==> config.mk <==
export PLATFORM = sky130hd
export DESIGN_NAME = vertex_fetch
export DESIGN_NICKNAME = d
export VERILOG_FILES = /design/src/rtl/vertex_fetch.sv
export SDC_FILE = /design/constraint.sdc
export NUM_CORES = 1
export LEC_CHECK = 0
export CAP_MARGIN = 20
export CELL_PAD_IN_SITES_DETAIL_PLACEMENT = 1
export CELL_PAD_IN_SITES_GLOBAL_PLACEMENT = 1
export CORE_MARGIN = 2
export CORE_UTILIZATION = 34
export DETAILED_ROUTE_END_ITERATION = 10
export GPL_ROUTABILITY_DRIVEN = 0
export HOLD_SLACK_MARGIN = 0.05
export PLACE_DENSITY = 0.78
export SLEW_MARGIN = 20
export SYNTH_ARGS = -nofsm -noshare
export SYNTH_HDL_FRONTEND = slang
export SYNTH_SLANG_ARGS = --single-unit
==> constraint.sdc <==
create_clock -name clk_in -period 6.3 [get_ports clk_in]
set_input_delay 0.63 -clock clk_in [delete_from_list [all_inputs] [get_ports clk_in]]
set_output_delay 0.63 -clock clk_in [all_outputs]
set_load 0.02 [all_outputs]
==> src/rtl/vertex_fetch.sv <==
// vertex_fetch: walks vertex memory 0..count-1 and streams {w,z,y,x} positions; VERTEX_FETCH_PREFETCH_EN enables credit-based pipelined reads
module vertex_fetch #(
  parameter int ADDR_WIDTH = 10,
  parameter int BRAM_LATENCY = 2
) (
  input  logic                  clk_in,
  input  logic                  rst_in,
  input  logic                  start_in,
  input  logic [ADDR_WIDTH:0]   vertex_count_in,
  output logic [ADDR_WIDTH-1:0] mem_addr_out,
  input  logic [127:0]          mem_data_in,
  output logic [3:0][31:0]      pos_out,
  output logic                  valid_out,
  output logic                  obj_done_out,
  input  logic                  ready_in,
  output logic                  busy_out,
  output logic                  frame_done_out
);
  localparam int L = BRAM_LATENCY;
  typedef enum logic [1:0] {IDLE, FETCH, DONE} state_t;
  state_t state;
  logic [ADDR_WIDTH:0] count, n_issue, n_cap;
  logic issue_q, xfer, cap, last_cap, go, fetch_issue, issue;
  logic [L-1:0] trk;
  assign xfer = valid_out && ready_in;
  assign cap = trk[L-1];
  assign last_cap = n_cap == count - 1'b1;
  assign go = state == IDLE && start_in;
  assign issue = (go && vertex_count_in != '0) || fetch_issue;
`ifdef VERTEX_FETCH_PREFETCH_EN
  // Credits cover the address stage, the L tracker stages and the presented head,
  // so a full pipeline plus the head keeps one vertex per cycle flowing.
  localparam int D = L + 2;
  localparam int CW = $clog2(D + 1);
  localparam int PW = $clog2(D);
  logic [128:0] fifo [D];
  logic [PW-1:0] rd, wr;
  logic [CW-1:0] used, pend;
  assign fetch_issue = state == FETCH && n_issue != count && int'(pend) - int'(xfer) < D;
  assign valid_out = used != '0;
  assign {obj_done_out, pos_out} = fifo[rd];
  // buffer returning vertices and count outstanding credits
  always_ff @(posedge clk_in or posedge rst_in) begin
    if (rst_in) begin
      for (int i = 0; i < D; i++) fifo[i] <= '0;
      rd <= '0;
      wr <= '0;
      used <= '0;
      pend <= '0;
    end else begin
      if (cap) begin
        fifo[wr] <= {last_cap, mem_data_in};
        wr <= wr == PW'(D - 1) ? '0 : wr + 1'b1;
      end
      if (xfer) rd <= rd == PW'(D - 1) ? '0 : rd + 1'b1;
      used <= used + CW'(cap) - CW'(xfer);
      pend <= pend + CW'(issue) - CW'(xfer);
    end
  end
`else
  assign fetch_issue = state == FETCH && xfer && n_issue != count;
  // capture returning data into the output register; valid drops only on a transfer
  always_ff @(posedge clk_in or posedge rst_in) begin
    if (rst_in) begin
      pos_out <= '0;
      valid_out <= 1'b0;
      obj_done_out <= 1'b0;
    end else if (cap) begin
      pos_out <= mem_data_in;
      valid_out <= 1'b1;
      obj_done_out <= last_cap;
    end else if (xfer) begin
      valid_out <= 1'b0;
      obj_done_out <= 1'b0;
    end
  end
`endif
  // control FSM, read address issue and read-latency tracker
  always_ff @(posedge clk_in or posedge rst_in) begin
    if (rst_in) begin
      state <= IDLE;
      count <= '0;
      n_issue <= '0;
      n_cap <= '0;
      issue_q <= 1'b0;
      trk <= '0;
      mem_addr_out <= '0;
      busy_out <= 1'b0;
      frame_done_out <= 1'b0;
    end else begin
      issue_q <= issue;
      trk <= L'({trk, issue_q});
      if (fetch_issue) begin
        mem_addr_out <= n_issue[ADDR_WIDTH-1:0];
        n_issue <= n_issue + 1'b1;
      end
      if (cap) n_cap <= n_cap + 1'b1;
      case (state)
        IDLE: if (start_in) begin
          count <= vertex_count_in;
          n_issue <= {{ADDR_WIDTH{1'b0}}, 1'b1};
          n_cap <= '0;
          mem_addr_out <= '0;
          busy_out <= 1'b1;
          state <= vertex_count_in == '0 ? DONE : FETCH;
        end
        FETCH: if (xfer && obj_done_out) begin
          busy_out <= 1'b0;
          frame_done_out <= 1'b1;
          state <= DONE;
        end
        DONE: begin
          busy_out <= 1'b0;
          frame_done_out <= !frame_done_out;
          state <= frame_done_out ? IDLE : DONE;
        end
        default: state <= IDLE;
      endcase
    end
  end
endmodule

# ---- Word level (Yosys, flattened, before mapping)
# Index checks and enable logic that the tools add are counted.
dict set report word_totals {
  regBits 180
  inputBits 143
}
dict set report classes {
  addsub 3
  n_eq_ne 6
  n_mux 22
  reduce_logical 18
}
# op count
set op_table {}
lappend op_table {{11-bit two-way mux} 6}
lappend op_table {{10-bit two-way mux} 3}
lappend op_table {{11-bit by 1-bit adder with 11-bit output (second input constant)} 2}
lappend op_table {{11-bit equality test} 1}
lappend op_table {{11-bit zero test} 1}
lappend op_table {{11-bit inequality test} 1}
lappend op_table {{11-bit nonzero test} 1}
lappend op_table {{11-bit by 1-bit subtractor with 11-bit output (second input constant)} 1}
lappend op_table {{2-bit two-way mux} 4}
lappend op_table {{1-bit logical AND} 6}
lappend op_table {{1-bit two-way mux} 6}
lappend op_table {{2-bit case mux with 3 select lines} 1}
lappend op_table {{2-bit AND reduction} 3}
lappend op_table {{2-bit nonzero test} 2}
lappend op_table {{1-bit case mux with 3 select lines} 1}
lappend op_table {{3-bit AND reduction} 1}
lappend op_table {{3-bit nonzero test} 1}
lappend op_table {{2-bit by 1-bit equality test with 1-bit output (second input constant)} 1}
lappend op_table {{2-bit equality test (second input constant)} 1}
lappend op_table {{2-bit zero test} 1}
lappend op_table {{2-bit by 1-bit inequality test with 1-bit output (second input constant)} 1}
lappend op_table {{2-bit inequality test (second input constant)} 1}
lappend op_table {{1-bit case mux with 2 select lines} 1}
lappend op_table {{1-bit zero test} 1}
lappend op_table {{1-bit logical OR} 1}

# ---- Logic depth before layout (Yosys ltp)
dict set report depth {
  ltp_word 6
  depth_mapped 9
}

# ---- Least setup slack after synthesis
# OpenSTA, ideal clock, no wires.
dict set report synth_path {
  kind {reg2reg}
  start {register count[0]}
  end {register obj_done_out}
  setup_ns 0.104
  t_arrival_ns 2.096
  required_time_ns 6.196
  setup_slack_ns 4.100
  path_stages_with_launch 9
  path_buffers 1
  cell_sequence {dfrtp_1 > inv_1 > ha_1 > or3b_1 > buf_2 > nor3_1 > xnor2_1 > or4_4 > o41ai_2}
}
dict set report synth_via {
  elab_chain_len 3
}
# item line_no
set synth_lines {}
lappend synth_lines {{start, declared} 22} ;# logic [ADDR_WIDTH:0] count, n_issue, n_cap;
lappend synth_lines {{start signal, assigned} 100} ;# count <= vertex_count_in;
lappend synth_lines {{11-bit by 1-bit subtractor with 11-bit output} 27} ;# assign last_cap = n_cap == count - 1'b1;
lappend synth_lines {{11-bit equality test} 27}
lappend synth_lines {{1-bit two-way mux} 68} ;# end else if (cap) begin
lappend synth_lines {{end signal, assigned} 71} ;# obj_done_out <= last_cap;
lappend synth_lines {{end, declared} 14} ;# output logic obj_done_out,
# No other way between the ends.
# A chain may end at the register's enable or synchronous reset.

# ---- Worst setup path in the final report
# Same ends and word-level chain as after synthesis.

==> summary.md <==
| Metric | Value |
|---|---|
| Leading post-synthesis cells by cell area | `dfrtp_1 (60%), mux2_2 (19%), xnor2_1 (3.6%), nand2_1 (2.3%), mux2i_1 (1.9%)` |
| Register-to-Register Path Depth | `7` |
| Clock skew | `0.0168 ns` |
| Total grt overflow | `0` |
| Slew headroom | `0.310` |
| Num ports | `around 290` |
| Syn Std Cell Area | `7560 um2` |
| Worst-path maximum fanout | `6` |
| Hold Crit Depth | `0` |
| Worst Path Class, Setup | `reg -> reg` |
| Unrepaired setup endpoints after global routing | `false` |
| Clock Sinks | `180` |
| Worst-Margin Slew | `roughly 1.0 ns` |
| Yosys cell types | `a little over 40` |
| Syn Inst Count | `577` |
| Vias in the first global route | `6229` |
| Die Y | `153 um` |
| Starting Density | `0.347` |
| Clock latency on the worst-skew pair | `between 0.4 and 0.5 ns` |
| Number of port buffers | `roughly 280` |
| Post-synth EDFFs | `0` |
| Die ar. | `23500 um2` |
| Post-synth top area share | `0.596` |
| H-tree level count | `4` |
| Post-synthesis sequential area ratio | `0.596` |
| Final Cycle Share | `0.394` |
| Setup tns final | `0 ns` |
| Largest net degree at the start of global routing | `96` |
| Pins over their slew limit | `0` |
| Total GRT Usage | `0.186` |
| Max clock buf depth | `2` |
| CP Capture Type | `flip-flop` |
| Yosys warnings | `0` |
| Worst min path class | `reg -> reg` |
| Core Util, Final | `0.516` |
| Post-CTS Resized | `0` |
| CTS tree | `done` |
| Met1 track demand over resource | `0.217` |
| Final setup viols | `0` |
| Largest area contributor in the netlist | `dfrtp_1` |
| Power density over the cells | `514 nW/um2` |
| Detailed-route vias per instance | `4.80` |
| Clk root buf | `clkbuf_16` |
| DR iter-0 viols | `approximately 200` |
| Status | `finished, final reports clean` |
| Fin crit period | `around 2.5 ns` |
| Worst vdd ir | `254 uV` |
| Syn avg cell area | `around 13 um2` |
| Core area | `21800 um2` |
| Overall power | `5.79 mW` |
| Critical Path AT | `2.78 ns` |
| Core Rows | `54` |
| Yosys reg bits | `180` |
| CTS buffer count | `17` |
| DRT antenna net count | `0` |
| Ys flop type | `dfrtp_1` |
| Vias | `between 5000 and 6000` |
| Finished Layout Cells | `1146` |
| DRT Pass-1 Iters | `4` |
| Final Hold Fails | `0` |
| Max-cap violations | `0` |
| First-pass GRT wire length | `34700 um` |
| Dpl cells | `1114` |
| Post-Syn Nets | `727` |
| CP Data Required Time | `6.60 ns` |
| # DRC | `0` |
| Layout area overhead | `48.9%` |
| Initial antenna violation count | `0` |
| Gr busiest metal | `met2` |
| DPL Wire Length | `~15000 um` |
| Fraction of layout cells with a size suffix above 1 | `0.201` |
| Die Wd | `153 um` |
| Antenna cells | `0` |
| Clock-pin slew on the worst setup and hold paths | `0.07 ns` |
| Fmax | `just over 0.4 GHz` |
| Startpoint types | `flip-flop` |
| Grt met3 use | `0.0629` |
| Total Routed Length | `approximately 21000 um` |
| Leak pwr | `4.68 nW` |
| Layout Nets | `1003` |
| Met2 Resource Use GR | `0.328` |
| Post-CTS Setup Bufs | `0` |
| CTS Hold Bufs | `0` |
| Async set-reset flop share out of synthesis | `1.00` |
| Hold WS | `around 0.35 ns` |
| Routed length per placed instance | `between 15 and 20 um` |
[synthesized netlist by cell type, types with 2 or more instances]
master,n
nor2_1,34
o21ai_0,7
a31o_2,2
nor3b_1,2
ha_1,7
xnor2_1,31
or4_4,2
nand4_1,7
nand3_1,11
a21oi_1,5
dfrtp_1,180
mux2i_1,14
clkbuf_1,24
buf_2,6
o22ai_1,2
mux2_2,128
o31ai_1,2
nor3_1,8
nand2_1,47
inv_1,11
xor2_1,12
nor4_1,6
nor4b_1,2
and3_1,9
a31oi_1,2
[placed cells by master, fill, tap and decap left out, types with 3 or more instances in the layout]
cell type / Yosys / final
and3_1: 9 / 9
nor2_1: 34 / 34
inv_6: 0 / 5
o21ai_0: 7 / 7
mux2_2: 128 / 128
nand2_1: 47 / 47
clkbuf_16: 0 / 17
inv_8: 0 / 4
inv_1: 11 / 10
ha_1: 7 / 7
nand4_1: 7 / 7
a21oi_1: 5 / 5
xnor2_1: 31 / 31
nor3_1: 8 / 8
xor2_1: 12 / 12
nor4_1: 6 / 6
nand3_1: 11 / 11
buf_4: 1 / 5
dfrtp_1: 180 / 179
mux2i_1: 14 / 14
clkdlybuf4s50_1: 0 / 284
clkinv_4: 0 / 3
[layout make-up]
class                      count  area (um2)
multi-input combinational    354        2880
clock inverter                14         158
sequential                   180        4510
fill                        2220       10600
clock buffer                  18         439
tap                          280         350
inverter                      11        46.3
timing repair buffer         289        2880
[through the flow]
step	instance area, um2	setup WS, ns
final	11300	3.82
after CTS	11300	3.79
after global routing	11300	3.68
after detailed placement	10700	3.50
after floorplan	7560	0.783
after global placement	10700	3.54
[where the power goes]
part | total, mW | switching (mW) | internal [mW]
logic | 2.66 | 1.25 | 1.41
clock network | 1.08 | 0.506 | 0.577
registers | 2.05 | 0.393 | 1.65
total | 5.79 | 2.15 | 3.65
[state kept, by name (all words and copies together), names as in the netlist]
| name | flops |
|---|---|
| n_issue | 11 |
| valid_out | 1 |
| frame_done_out | 1 |
| n_cap | 11 |
| obj_done_out | 1 |
| state | 2 |
| pos_out | 128 |
| issue_q | 1 |
| count | 11 |
| busy_out | 1 |
| trk | 2 |
| mem_addr_out | 10 |
[critical path: stages (launching register included)]
cell     delay (ns)
dfrtp_1        0.46
inv_1          0.11
ha_1           0.22
or3b_1         0.50
nor3_1         0.22
xnor2_1        0.10
or4_4          0.43
o41ai_2        0.31
[routing by layer]
layer,wire length (um),vias up
li1,-,2538
met1,8630,2804
met2,11200,147
met3,1310,17
met4,238,0
met5,0,-
[worst paths after layout]
check	end	startpoint	slack, ns
setup reg to reg	obj_done_out	count[0]	3.82
hold / removal	trk[1]	trk[0]	0.35
hold reg to reg	trk[1]	trk[0]	0.35
max in group asynchronous	pos_out[24]	rst_in	4.06
setup / recovery	obj_done_out	count[0]	3.82
min in group asynchronous	pos_out[51]	rst_in	0.80
[logic make-up (layout without fill, tap and decap cells)]
group / count (synthesis) / after routing / share of synthesized area
compound gates: 25 / 25 / 0.0220
mux: 142 / 142 / 0.209
buf+inv: 43 / 332 / 0.0238
simple gates: 137 / 137 / 0.0882
flops: 180 / 180 / 0.596
fa+ha+maj: 7 / 7 / 0.0116
xor+xnor: 43 / 43 / 0.0498
Note: power is estimated with default switching activity, not from simulation.
